### config.mk
export PLATFORM = sky130hd
export DESIGN_NAME = eclk_access_sched
export DESIGN_NICKNAME = d
export VERILOG_FILES = /design/src/rtl/eclk_sched_pkg.sv /design/src/rtl/eclk_rr_arb.sv /design/src/rtl/eclk_access_sched.sv
export SDC_FILE = /design/constraint.sdc
export NUM_CORES = 1
export LEC_CHECK = 0
export CORE_ASPECT_RATIO = 1.5
export CORE_MARGIN = 2
export CORE_UTILIZATION = 29
export CTS_CLUSTER_SIZE = 10
export DETAILED_ROUTE_END_ITERATION = 8
export MAX_ROUTING_LAYER = met4
export PLACE_DENSITY_LB_ADDON = 0.12
export SYNTH_ARGS = -nofsm -noshare
export SYNTH_HDL_FRONTEND = slang
export SYNTH_SLANG_ARGS = --single-unit
### constraint.sdc
create_clock -name clk -period 2.6 [get_ports clk]
set_clock_uncertainty 0.1 [all_clocks]
set_input_delay 0.52 -clock clk [delete_from_list [all_inputs] [get_ports clk]]
set_output_delay 0.52 -clock clk [all_outputs]
set_load 0.02 [all_outputs]
### src/rtl/eclk_sched_pkg.sv
// rtl/eclk_sched_pkg.sv - shared types and constants for the E-clock access scheduler
//
// Holds the scheduler state enum, the E phase numbers that bound the CIA data
// phase, the read value returned on a timed-out access, and a helper that
// decodes a one-hot E phase vector.
package eclk_sched_pkg;

  typedef enum logic [1:0] {
    ST_IDLE,
    ST_WAIT,
    ST_ACTIVE,
    ST_RECOVER
  } sched_state_t;

  // E-high (CIA data phase) spans phases 6..9: enter after phase 5 ends,
  // leave when phase 9 ends.
  localparam int PH_START = 5;
  localparam int PH_LAST  = 9;

  localparam logic [7:0] RD_ERR_VAL = 8'hFF;

  // True only when eclk is exactly the one-hot code for phase k; a vector
  // that is not one-hot matches no phase.
  function automatic logic phase_is(input logic [9:0] eclk, input int k);
    return eclk == (10'd1 << k);
  endfunction

endpackage

### src/rtl/eclk_rr_arb.sv
// rtl/eclk_rr_arb.sv - two-input round-robin arbiter with last-grant memory
//
// Ports:
//   clk, rst_n  clock, asynchronous active-low reset
//   req[1:0]    request levels
//   load        commit the current grant as the new last-grant
//   grant       index of the winning port (combinational)
//   valid       at least one request is pending
//
// Last-grant resets to 1 so that port 0 wins the first contention.
module eclk_rr_arb (
  input  logic       clk,
  input  logic       rst_n,
  input  logic [1:0] req,
  input  logic       load,
  output logic       grant,
  output logic       valid
);

  logic last_grant;

  always_comb begin
    valid = |req;
    if (req == 2'b11) grant = ~last_grant;
    else              grant = req[1];
  end

  always_ff @(posedge clk or negedge rst_n) begin
    if (!rst_n)              last_grant <= 1'b1;
    else if (load && valid)  last_grant <= grant;
  end

endmodule

### src/rtl/eclk_access_sched.sv
// rtl/eclk_access_sched.sv - E-clock aligned CIA access scheduler for two requesters
//
// Sequences 6800-style CIA accesses on the 28 MHz clock so that the CIA data
// phase covers exactly E-high (phases 6..9). Port 0 is the CPU, port 1 the
// host/OSD port; they are served round-robin.
//
// Ports:
//   clk, rst_n          28 MHz clock, asynchronous active-low reset
//   clk7_en             one-clk pulse at each clk7 phase boundary
//   eclk[9:0]           one-hot E phase, eclk[k] at clk7_en = phase k ending
//   req, we             per-port request level and write flag
//   addr0/1, wdata0/1   per-port address and write data
//   ack, err, rdata     completion pulse per port, timeout flag, read data
//   cia_sel, cia_we     CIA select (E-high window) and write qualifier
//   cia_addr, cia_wdata CIA address and write data
//   cia_rdata           CIA read data
//
// Optional feature macro: ECLK_SCHED_TIMEOUT_EN adds a WAIT timeout that
// aborts the access with err=1 after TO_PHASES clk7 periods.
module eclk_access_sched #(
  parameter int ADDR_W    = 4,
  parameter int TO_PHASES = 20
) (
  input  logic              clk,
  input  logic              rst_n,
  input  logic              clk7_en,
  input  logic [9:0]        eclk,
  input  logic [1:0]        req,
  input  logic [1:0]        we,
  input  logic [ADDR_W-1:0] addr0,
  input  logic [ADDR_W-1:0] addr1,
  input  logic [7:0]        wdata0,
  input  logic [7:0]        wdata1,
  output logic [1:0]        ack,
  output logic              err,
  output logic [7:0]        rdata,
  output logic              cia_sel,
  output logic              cia_we,
  output logic [ADDR_W-1:0] cia_addr,
  output logic [7:0]        cia_wdata,
  input  logic [7:0]        cia_rdata
);

  import eclk_sched_pkg::*;

  sched_state_t state;
  logic         gnt;
  logic         lat_we;
  logic         arb_grant;
  logic         arb_valid;
  logic         arb_load;
  logic         ph_start;
  logic         ph_last;

  assign ph_start = clk7_en && phase_is(eclk, PH_START);
  assign ph_last  = clk7_en && phase_is(eclk, PH_LAST);
  assign arb_load = clk7_en && (state == ST_IDLE);

  eclk_rr_arb u_arb (
    .clk   (clk),
    .rst_n (rst_n),
    .req   (req),
    .load  (arb_load),
    .grant (arb_grant),
    .valid (arb_valid)
  );

`ifdef ECLK_SCHED_TIMEOUT_EN
  localparam int TO_W = $clog2(TO_PHASES + 1);
  logic [TO_W-1:0] to_cnt;
  logic            to_hit;

  // to_cnt holds the number of WAIT boundaries already passed, so the
  // boundary that would make it TO_PHASES is the one that aborts.
  assign to_hit = (to_cnt == TO_W'(TO_PHASES - 1));
`else
  assign err = 1'b0;
`endif

  always_ff @(posedge clk or negedge rst_n) begin
    if (!rst_n) begin
      state     <= ST_IDLE;
      gnt       <= 1'b0;
      lat_we    <= 1'b0;
      cia_sel   <= 1'b0;
      cia_we    <= 1'b0;
      cia_addr  <= '0;
      cia_wdata <= '0;
      rdata     <= '0;
      ack       <= '0;
`ifdef ECLK_SCHED_TIMEOUT_EN
      err       <= 1'b0;
      to_cnt    <= '0;
`endif
    end else begin
      ack <= '0;
`ifdef ECLK_SCHED_TIMEOUT_EN
      err <= 1'b0;
`endif
      if (clk7_en) begin
        case (state)
          ST_IDLE: begin
            if (arb_valid) begin
              gnt       <= arb_grant;
              lat_we    <= we[arb_grant];
              cia_addr  <= arb_grant ? addr1 : addr0;
              cia_wdata <= arb_grant ? wdata1 : wdata0;
`ifdef ECLK_SCHED_TIMEOUT_EN
              to_cnt    <= '0;
`endif
              // Granting on the phase-5 boundary skips WAIT entirely.
              if (ph_start) begin
                state   <= ST_ACTIVE;
                cia_sel <= 1'b1;
                cia_we  <= we[arb_grant];
              end else begin
                state   <= ST_WAIT;
              end
            end
          end
          ST_WAIT: begin
            if (ph_start) begin
              state   <= ST_ACTIVE;
              cia_sel <= 1'b1;
              cia_we  <= lat_we;
            end
`ifdef ECLK_SCHED_TIMEOUT_EN
            else if (to_hit) begin
              ack[gnt] <= 1'b1;
              err      <= 1'b1;
              rdata    <= RD_ERR_VAL;
              state    <= ST_RECOVER;
            end else begin
              to_cnt   <= to_cnt + 1'b1;
            end
`endif
          end
          ST_ACTIVE: begin
            // Phase 9 end is the falling edge of E: the CIA latches writes
            // here and read data is valid to capture.
            if (ph_last) begin
              if (!lat_we) rdata <= cia_rdata;
              ack[gnt] <= 1'b1;
              cia_sel  <= 1'b0;
              cia_we   <= 1'b0;
              state    <= ST_RECOVER;
            end
          end
          ST_RECOVER: state <= ST_IDLE;
          default:    state <= ST_IDLE;
        endcase
      end
    end
  end

endmodule

# Word-level counts from Yosys, hierarchy flattened

Index checks and enable logic that the tools add are counted.

Memory bits (read-only): 0
Bits in latches: 0
Logic and storage cells: 61
Memories: 0
Input port bits: 49
Bits in registers: 29
Memory bits (writable): 0
Output and inout bits: 25

Order comparisons: 3
$add $sub $neg: 0
Mux-type cells: 23
Shift operators: 0
Bitwise operators: 2
Div/mod/pow operators: 0
Multipliers: 0
Eq/ne operators: 10
Reductions and logical operators: 13

Operator list:

| cell                                                        | count |
|---|---|
| 2-to-1 mux 2 bit                                            | 7 |
| AND reduction 4 bit                                         | 3 |
| == test 10 bit (second input constant)                      | 1 |
| == test 10 x 6 -> 1 bit (second input constant)             | 1 |
| 2-to-1 mux 1 bit                                            | 10 |
| 2-to-1 mux 8 bit                                            | 1 |
| case mux 2 bit (4 select lines)                             | 1 |
| == test 2 bit (second input constant)                       | 3 |
| != test 2 bit (second input constant)                       | 3 |
| case mux 1 bit (3 select lines)                             | 2 |
| AND reduction 6 bit                                         | 1 |
| logical AND 1 bit                                           | 5 |
| less-than comparator 1 x 2 -> 1 bit (second input constant) | 2 |
| 2-to-1 mux 4 bit                                            | 1 |
| AND reduction 3 bit                                         | 1 |
| nonzero test 3 bit                                          | 1 |
| == test 2 x 1 -> 1 bit (second input constant)              | 1 |
| logical NOT 2 bit                                           | 1 |
| != test 2 x 1 -> 1 bit (second input constant)              | 1 |
| NOT 1 bit                                                   | 2 |
| OR reduction 2 bit                                          | 1 |
| demux 1 bit (select 1 bit)                                  | 1 |
| greater-or-equal comparator 1 bit (second input constant)   | 1 |

# Depth between registers and ports, before layout

Gate-level depths: netlist of run 1.

Depth in word-level cells: 7
Depth in mapped cells: 6
Gate-level depth less buffers: 6

# Hierarchy

From an unflattened synthesis of run 1, not the netlist that was laid out.

Cells, all modules: 129
Area, all modules: 1467.7 um^2

By module, submodules not included:

| module            | area an instance (um^2) | sequential area each (um^2) | instances | cells an instance |
|---|---|---|---|---|
| eclk_access_sched | 1416.4                  | 700.7                       | 1         | 124 |
| eclk_rr_arb       | 51.3                    | 26.3                        | 1         | 5 |

# Worst setup path after synthesis of run 1

No wires, ideal clock.

Kind: input to register
Start: input eclk[1]
End: register rdata[0]
Path buffers: 0
Setup slack: 0.621 ns
Data required time: 2.375 ns
Stages: 4
Setup time: 0.125 ns
Data arrival time: 1.754 ns
Cell sequence: nor4_4 > nand4_2 > nor3_4 > mux2_4

Word-level cells in the longest chain between the ends: 3

Ends and longest elaborated chain:

| what                          | RTL line                 | text |
|---|---|---|
| from (decl)                   | eclk_access_sched.sv:27  | `input logic [9:0] eclk,` |
| == test 10 bit                | eclk_sched_pkg.sv:25     | `return eclk == (10'd1 << k);` |
| logical AND 1 bit             | eclk_access_sched.sv:56  | `assign ph_last = clk7_en && phase_is(eclk, PH_LAST);` |
| AND reduction 4 bit (no line) | -                        |  |
| to (signal assigned)          | eclk_access_sched.sv:142 | `if (!lat_we) rdata <= cia_rdata;` |
| to (decl)                     | eclk_access_sched.sv:36  | `output logic [7:0] rdata,` |

No other way between the ends.
A chain may end at the register's enable or synchronous reset.

# Worst setup path in the final report of run 1

Start: input eclk[1]
End: register cia_we

Word-level cells in the longest chain between the ends: 4
Elaborated cells on any way between the ends: 8
Classes of those cells: eq/ne: 5; reduce/logical: 3

Ends and longest elaborated chain:

| what                                                      | RTL line                                         | text |
|---|---|---|
| == test 10 x 6 -> 1 bit or == test 10 bit (tied branches) | eclk_sched_pkg.sv:25                             |  |
| logical AND 1 bit, on equally long branches               | eclk_access_sched.sv:55, eclk_access_sched.sv:56 |  |
| != test 2 bit (no line)                                   | -                                                |  |
| AND reduction 6 bit (no line) (*)                         | -                                                |  |
| to (signal assigned)                                      | eclk_access_sched.sv:115                         | `cia_we <= we[arb_grant];` |
| to (signal assigned)                                      | eclk_access_sched.sv:125                         | `cia_we <= lat_we;` |
| to (decl)                                                 | eclk_access_sched.sv:38                          | `output logic cia_we,` |

Every way passes the cells marked *; elsewhere a longest branch is shown, timed or not.

==> results of run 1 <==
[flip-flops by register name, summed over array words and instances, names as in the netlist]
register	flops
cia_wdata	8
rdata	8
cia_addr	4
ack	2
state	2
cia_sel	1
cia_we	1
gnt	1
lat_we	1
u_arb.last_grant	1
[layout make-up]
| type | instances | area (µm²) | share of cell area [%] |
|---|---|---|---|
| Clock buffer | 5 | 68.8 | 2.82 |
| Sequential cell | 29 | 727 | 29.8 |
| Inverter | 4 | 28.8 | 1.18 |
| Tap cell | 68 | 85.1 | 3.49 |
| Timing Repair Buffer | 77 | 771 | 31.6 |
| Clock inverter | 3 | 17.5 | 0.719 |
| Multi-Input combinational cell | 90 | 738 | 30.3 |
[kinds of logic (layout without fill, tap and decap cells)]
kind of cell,count (synthesis),in the layout
other,1,1
AO/OA/AOI/OAI,26,26
multiplexers,25,25
adder cells (fa/ha/maj),5,5
buffers and inverters,9,89
AND/OR/NAND/NOR,33,33
flip-flops,29,29
[cell usage in the layout, fill, tap and decap left out, types with 2 or more instances in the layout]
cell / count
buf_4: 4
nand4_1: 2
o21ai_1: 13
o21ai_0: 2
nand2_1: 14
nor4_4: 2
inv_1: 3
ha_1: 5
dfrtp_1: 28
a41oi_1: 2
nand3_1: 2
nor2b_1: 3
clkinv_2: 2
clkdlybuf4s50_1: 72
nor3b_1: 2
a31oi_1: 2
clkbuf_8: 5
mux2_4: 8
mux2i_1: 16
nor2_1: 3
[worst paths after layout]
check,to,start,slack (ps)
max,cia_we,eclk[1],380
min,ack[0],gnt,370
max reg2reg,cia_we,state[0],610
min reg2reg,ack[0],gnt,370
max in group asynchronous,u_arb.last_grant,rst_n,1560
min in group asynchronous,rdata[7],rst_n,520
[cell usage after synthesis (all sizes together)]
library cell | number | area [µm²]
a32o | 1 | 10.0
nand4 | 3 | 25.0
nand3b | 1 | 7.51
a21boi | 1 | 7.51
ha | 5 | 62.6
nand3 | 2 | 10.0
a41oi | 2 | 17.5
a221oi | 1 | 8.76
o211ai | 1 | 7.51
nor2b | 3 | 18.8
o21ai | 15 | 75.1
dfrtp | 28 | 701
conb | 1 | 3.75
nor4 | 2 | 42.5
a21oi | 1 | 5.00
nor2 | 3 | 11.3
nand2 | 14 | 52.6
bufinv | 1 | 17.5
clkbuf | 2 | 7.51
nor3 | 1 | 16.3
a31oi | 2 | 12.5
mux2 | 9 | 131
dfstp | 1 | 26.3
and3 | 1 | 7.51
or3b | 1 | 8.76
buf | 3 | 17.5
mux2i | 16 | 160
o21bai | 1 | 7.51
nor3b | 2 | 15.0
inv | 3 | 11.3
a21bo | 1 | 10.0
[power by group]
| group | internal (W) | switching (W) | total (W) |
|---|---|---|---|
| clock network | 0.000184 | 0.000176 | 0.000360 |
| registers | 0.000589 | 0.0000862 | 0.000675 |
| logic | 0.000428 | 0.000417 | 0.000845 |
[worst register-to-register path, stage by stage, from the launching register on]
cell and delay [ps]:
dfrtp_1 380, inv_1 100, ha_1 270, nor3b_1 220, a41oi_1 170, a221oi_1 300
mux2_1 350
[metrics by stage]
stage | hold slack, ps | worst slack (ps) | cell area [µm²]
finish | 369 | 381 | 2440
global route | 383 | 219 | 2440
global placement | 364 | 148 | 2350
CTS | 383 | 387 | 2440
floorplan | 124 | 621 | 1520
detailed placement | 377 | 78.4 | 2350
[routing by layer]
| metal | share of wire, % | wire length [µm] | vias to the layer above | global-route usage (%) |
|---|---|---|---|---|
| met2 | 52 | 2010 | 54 | 24.3 |
| met4 | 1.5 | 59 | 0 | 6.30 |
| li1 | - | - | 618 | - |
| met3 | 7.3 | 280 | 7 | 4.98 |
| met5 | 0 | 0 | - | - |
| met1 | 39 | 1480 | 590 | 15.2 |
==> results.ini, run 1 <==
[floorplanning]
initial_core_util_pct=29.8
io_pins=74
dieHeight_um=92.5
core-area_um2=5080
die_width_um=63.0
dieArea_um2=5830
rows=32

[sta]
grt_setup_unrepaired=no
setup_viol=0
max_freq_mhz=451
finalCriticalPeriod_ps=2220
layout_worst_path_cycle_share_pct=85.4
setup_tns_ps=0
hold_violations=0
drv_slew=0

[global_routing]
antenna_found_initial=0
grt_pass1_wl_um=6440
grt_pass1_vias=1344
grt_util_all_layers_pct=14.4
grt_max_degree=30
grt_overflow_total=0

[layout]
diodes=0
fin_nets=261
fin_util_pct=47.9
drive_above_1_share_pct=13.9
n_fill_cell=497
area.growth.synth_to_final_pct=60.8
finalNonFillerCells=276

[route]
drt_iter0_drc=28
postRouteAntennaNets=0
drc=0
dr_total_vias=1269
wire_per_inst_um=13.9
vias_per_cell=4.60
wl_um=3830
first_pass_iters=4

[place]
gp_congestion=0.905
dp_hpwl_um=3080
dp_cells=268
portBuffers=72

[synthesis]
synthSimpleGateAreaFrac_pct=14.2
ys_types=35
synthMuxAreaShare_pct=19.2
synthesis.area_um2=1520
synth-seq-cells=29
synthAdderAreaFrac_pct=4.13
synth_seq_area_share_pct=48.0
synth_top_family_by_area=multiplexers
syn-num-nets=182
yosysWarnings=0
synth_compound_area_share_pct=10.7
syn_inst=128
synthXorXnorAreaFrac_pct=0
syn_avg_cell_area_um2=11.8

[worst_setup_path]
path_class=primary input to flop
cp_data_arrival_time_ps=2280
slowest_stage=clkdlybuf4s50_1
cp_slowest_stage_delay_ps=450
cp_max_fo=5
worst-path-stages=5
reg2regPathDepth=6
critical_path.top_delay_family=simple AND/OR/NAND/NOR gates
cp-end-kind=flop
crit_buf_inv=1
cp_cell_sequence=clkdlybuf4s50_1 -> nor4_4 -> nand4_1 -> a221oi_1 -> mux2_1
required_ps=2660
startpoint_type=primary input

[status]
status=completed

[pwr]
finalPower_w=0.00188
power.leakage_nw=1.03
irDropWorstVdd_mv=0.346
powerDensity_nw_per_um2=772

[clock_tree]
cts_max_level=2
post_cts_buffers=0
numCtsBuffers=5
tritoncts=done
cts_hold_buf=0
clk_latency_ps=270
root_buffer=clkbuf_8
cts.sinks=29
clockBufferDepth=2
path_clk_slew_ps=60
cts.repair.resized=0

[worst_hold_path]
min_path_type=flop to flop
hold_depth=1

[flow_run]
drv_cap=0

Note: power is estimated with default switching activity, not from simulation.
==> run 2, diff against run 1 <==
Settings changed: CORE_MARGIN 2 to not set, MAX_ROUTING_LAYER met4 to not set.
==> results.ini, run 2 (synthesized netlist as in run 1, its figures left out) <==
[route]
postRouteAntennaNets=0  ; unchanged
wl_um=3590  ; -6.1%
vias_per_cell=4.61  ; +0.36%
dr_total_vias=1269  ; unchanged
drc=0  ; unchanged
drt_iter0_drc=18  ; -36%
first_pass_iters=6  ; +2
wire_per_inst_um=13.1  ; -5.8%

[worst_setup_path]
path_class=primary input to flop
startpoint_type=primary input
cp_data_arrival_time_ps=2270  ; about the same
worstReg2RegStart=state[0]
r2r_slack_ps=600  ; about the same
cp_cell_sequence=clkdlybuf4s50_1 -> nor4_4 -> nand4_1 -> a221oi_1 -> mux2_1
reg2regPathDepth=6  ; unchanged
cp-end-kind=flop
reg2reg_to=cia_we
required_ps=2660  ; about the same
critPathLaunch=eclk[4]
cp_slowest_stage_delay_ps=440  ; about the same
slowest_stage=clkdlybuf4s50_1
crit_path_end=cia_we
cp_max_fo=5  ; unchanged

[layout]
final_cell_mix=clkdlybuf4s50_1, dfrtp_1, mux2i_1
reg_top3=cia_wdata (8), rdata (8), cia_addr (4)
drive_above_1_share_pct=13.9  ; -0.067 points
area.growth.synth_to_final_pct=60.9  ; about the same
fin_nets=262  ; +0.38%
diodes=0  ; unchanged
finalNonFillerCells=275  ; -0.36%
final_common_cell=clkdlybuf4s50_1

[floorplanning]
dieHeight_um=90.5  ; -2.2%
rows=31  ; -3.1%
core-area_um2=4930  ; -3.1%
dieArea_um2=5520  ; -5.3%
die_width_um=61.0  ; -3.2%
initial_core_util_pct=30.8  ; +0.96 points
io_pins=74  ; unchanged

[clock_tree]
cts_hold_buf=0  ; unchanged
post_cts_buffers=0  ; unchanged
clockBufferDepth=2  ; unchanged
numCtsBuffers=5  ; unchanged
root_buffer=clkbuf_8
cts.repair.resized=0  ; unchanged
cts.sinks=29  ; unchanged
clk_latency_ps=270  ; about the same
cts_max_level=2  ; unchanged
tritoncts=done
path_clk_slew_ps=60  ; about the same

[worst_hold_path]
min_path_type=flop to flop
hold_depth=1  ; unchanged

[pwr]
powerDensity_nw_per_um2=767  ; -0.61%
irDropWorstVdd_mv=0.502  ; +45%
power.internal_w=0.00121  ; +0.52%
finalPower_w=0.00187  ; -0.56%
combPwrFrac_pct=45.2  ; +0.3 points
p_clk_share_pct=18.7  ; -0.4 points
power.switching_w=0.000662  ; -2.5%
power.leakage_nw=1.04  ; +0.52%
switching_share_pct=35.4  ; -0.69 points
p_seq_share_pct=36.0  ; about the same

[global_routing]
grt_pass1_vias=1319  ; -1.9%
grt_util_all_layers_pct=13.3  ; -1.1 points
antenna_found_initial=0  ; unchanged
grt_overflow_total=0  ; unchanged
grt_pass1_wl_um=5510  ; -15%
grt_max_degree=30  ; unchanged

[sta]
setup_viol=0  ; unchanged
max_freq_mhz=454  ; +0.72%
drv_slew=0  ; unchanged
setup_tns_ps=0  ; unchanged
layout_worst_path_cycle_share_pct=84.8  ; -0.61 points
finalHoldWorstSlack_ps=372  ; +3.24 ps
finalCriticalPeriod_ps=2200  ; -15.8 ps
hold_violations=0  ; unchanged
grt_setup_unrepaired=no
setup_slack_ps=396  ; +15.8 ps

[status]
status=completed

[place]
dp_slack_ps=95.6  ; +17.2 ps
portBuffers=72  ; unchanged
dp_cells=267  ; -0.37%
gp_congestion=0.861  ; -4.8%
dp_hpwl_um=2940  ; -4.7%

[flow_run]
drv_cap=0  ; unchanged

## run 2: cell count changes in the layout (fill, tap and decap cells not counted)
cell,change
clkbuf_1,+1
clkinvlp_4,-1
buf_4,+1
## run 2: how the worst min path moves through the flow
stage,slack [ps],end,start
CTS,370,ack[0],gnt
detailed placement,370,ack[0],gnt
finish,370,ack[0],gnt
global placement,360,ack[0],gnt
floorplan,120,ack[0],rst_n
global route,400,ack[0],gnt
## run 2: power by group through the flow
stage	Combinational (W)	Clock (W)	Sequential, W
3_3_place_gp	0.000845	0	0.000677
5_1_grt	0.000934	0.000379	0.000693
3_5_place_dp	0.000854	0	0.000685
4_1_cts	0.000860	0.000365	0.000677
2_1_floorplan	0.000377	0	0.000783
6_report	0.000846	0.000350	0.000674
## run 2: worst max-delay path: cells and delay by family
family                 cells  cell delay (ps)
and+or+nand+nor            2              600
buffers and inverters      1              440
AOI/OAI and AO/OA          1              360
muxes                      1              350
## run 2: metal layers
layer	vias up	global-route usage [%]	part of all wire (%)	wire (µm)
met5	-	0	0	0
met4	0	6.25	1.8	64
met3	6	3.30	7.1	254
met2	51	23.9	54	1930
met1	595	13.6	37	1350
li1	617	-	-	-
## run 2: stage by stage
stage	util [%]	cell area [µm²]
global placement	47.8	2350
finish	49.5	2440
detailed placement	47.8	2350
CTS	49.5	2440
global route	49.5	2440
floorplan	-	1520
## run 2: final cells by class
type                       instances  area [µm²]
fill                             468        2490
timing repair buffer              78         778
multi-input combinational         90         738
sequential                        29         727
tap                               66        82.6
clock buffer                       6        72.6
inverter                           4        28.8
clock inverter                     2        10.0
==> run 3, diff against run 2 <==
Clock period 2.6 ns to 2 ns, I/O delays scaled along.
==> results.ini, run 3 (synthesized netlist as in run 1, its figures left out) <==
[pwr]
finalPower_w=0.00266  ; +42%
power.leakage_nw=1.15  ; +11%
irDropWorstVdd_mv=0.713  ; +42%
powerDensity_nw_per_um2=1030  ; +34%

[floorplanning]
dieArea_um2=5520  ; unchanged
dieHeight_um=90.5  ; unchanged
core-area_um2=4930  ; unchanged
rows=31  ; unchanged
die_width_um=61.0  ; unchanged
initial_core_util_pct=30.8  ; unchanged
io_pins=74  ; unchanged

[clock_tree]
clk_latency_ps=280  ; about the same
path_clk_slew_ps=70  ; about the same
numCtsBuffers=5  ; unchanged
clockBufferDepth=2  ; unchanged
cts_max_level=2  ; unchanged
cts.sinks=29  ; unchanged
tritoncts=done
cts_hold_buf=0  ; unchanged
root_buffer=clkbuf_8

[route]
drt_iter0_drc=34  ; +16
vias_per_cell=4.64  ; +0.53%
drc=0  ; unchanged
first_pass_iters=2  ; -4
dr_total_vias=1336  ; +5.3%
postRouteAntennaNets=0  ; unchanged
wl_um=4120  ; +15%
wire_per_inst_um=14.3  ; +9.6%

[worst_setup_path]
worstReg2RegStart=state[1]
slowest_stage=dfrtp_1
reg2regPathDepth=6  ; unchanged
cp_data_arrival_time_ps=2000  ; -270 ps
cp_max_fo=5  ; unchanged
required_ps=2060  ; -600 ps
r2r_slack_ps=60  ; -540 ps
startpoint_type=flop
cp_cell_sequence=buf_4 -> ha_4 -> nor3b_2 -> a41oi_2 -> a221oi_2 -> mux2_1
cp-end-kind=flop
reg2reg_to=cia_we
path_class=flop to flop
cp_slowest_stage_delay_ps=400  ; -40 ps

[global_routing]
antenna_found_initial=0  ; unchanged
grt_max_degree=30  ; unchanged
grt.busiest_layer=met2
grt_pass1_wl_um=6220  ; +13%
grt_overflow_total=0  ; unchanged
grt.met1_usage_pct=14.4  ; +0.78 points
grt_util_all_layers_pct=15.4  ; +2.1 points
met2_usage_pct=28.3  ; +4.3 points
met3_usage_pct=4.30  ; +1.0 points
grt_pass1_vias=1417  ; +7.4%

[worst_hold_path]
min_path_type=flop to flop
hold_end=ack[0]
min_from=gnt
hold_depth=1  ; unchanged

[place]
gp_congestion=0.865  ; +0.41%
dp_hpwl_um=3340  ; +14%
dp_slack_ps=-371  ; -467 ps
portBuffers=72  ; unchanged

[status]
status=completed

[sta]
hold_violations=0  ; unchanged
finalCriticalPeriod_ps=1940
max_freq_mhz=515
layout_worst_path_cycle_share_pct=97.1
drv_slew=0  ; unchanged
setup_slack_ps=57.8  ; -339 ps
setup_viol=0  ; unchanged

[layout]
fin_nets=275  ; +5.0%
drive_above_1_share_pct=22.1  ; +8.2 points
final_common_cell=clkdlybuf4s50_1
area.growth.synth_to_final_pct=71.2
reg_top3=cia_wdata (8), rdata (8), cia_addr (4)
final_cell_mix=clkdlybuf4s50_1, dfrtp_1, buf_4
diodes=0  ; unchanged
n_fill_cell=461  ; -1.5%

[flow_run]
drv_cap=0  ; unchanged

[run 3: changes by cell type in the layout (fill, tap and decap cells not counted), sizes merged]
cell and delta:
clkbuf +1, buf +13, dlygate4sd2 +4, clkdlybuf4s50 -7, clkinv -1, dlymetal6s2s +3
[run 3: timing repair]
item | CTS | global route
endpoints found under the setup margin | 11 | 9
resized for setup | 9 | 5
pin swaps | 4 | 6
buffers inserted | 0 | 3
[run 3: layout make-up]
class,instances,area (µm²),area share [%]
Sequential cell,29,727,28.0
Tap cell,66,82.6,3.18
Multi-Input combinational cell,90,776,29.9
Timing Repair Buffer,91,878,33.9
Clock buffer,7,96.3,3.71
Inverter,4,28.8,1.11
Clock inverter,1,5.00,0.193
[run 3: report_power, final]
part           internal, W  switching (W)  leakage (nW)
Combinational     0.000658       0.000597         0.727
Clock             0.000310       0.000215        0.0542
Sequential        0.000766       0.000113         0.371
[run 3: critical path: cells and delay by family (launching register included)]
| family | cells | cell delay, ps |
|---|---|---|
| mux | 1 | 340 |
| simple gates | 1 | 200 |
| buf+inv | 1 | 150 |
| fa+ha+maj | 1 | 170 |
| compound gates | 2 | 460 |
| flops | 1 | 400 |
[run 3: worst max-delay path by stage]
| stage | start | end | slack (ps) | depth (start not counted) |
|---|---|---|---|---|
| after global placement | eclk[4] | cia_we | -290 | 5 |
| final | state[1] | cia_we | 60 | 6 |
| after global routing | state[0] | cia_we | -6 | 6 |
| after CTS | eclk[3] | cia_we | 3 | 5 |
| after detailed placement | eclk[4] | cia_we | -370 | 5 |
| after floorplan | state[0] | rdata[0] | 130 | 5 |
[run 3: layer usage]
metal	vias to the layer above	share of wire, %	routed length, µm
li1	643	-	-
met5	-	0	0
met3	10	6.1	250
met4	0	2.5	104
met1	632	35	1420
met2	51	57	2340
[run 3: stage by stage]
step / utilization, % / hold slack (ps) / std cells / setup TNS, ps / area [µm²]
floorplan: - / 4.41 / 128 / 0 / 1520
global placement: 49.3 / 361 / 277 / -2850 / 2430
detailed placement: 49.3 / 370 / 277 / -3790 / 2430
CTS: 51.8 / 388 / 285 / 0 / 2550
global route: 52.7 / 407 / 288 / -5.51 / 2590
finish: 52.7 / 386 / 288 / 0 / 2590
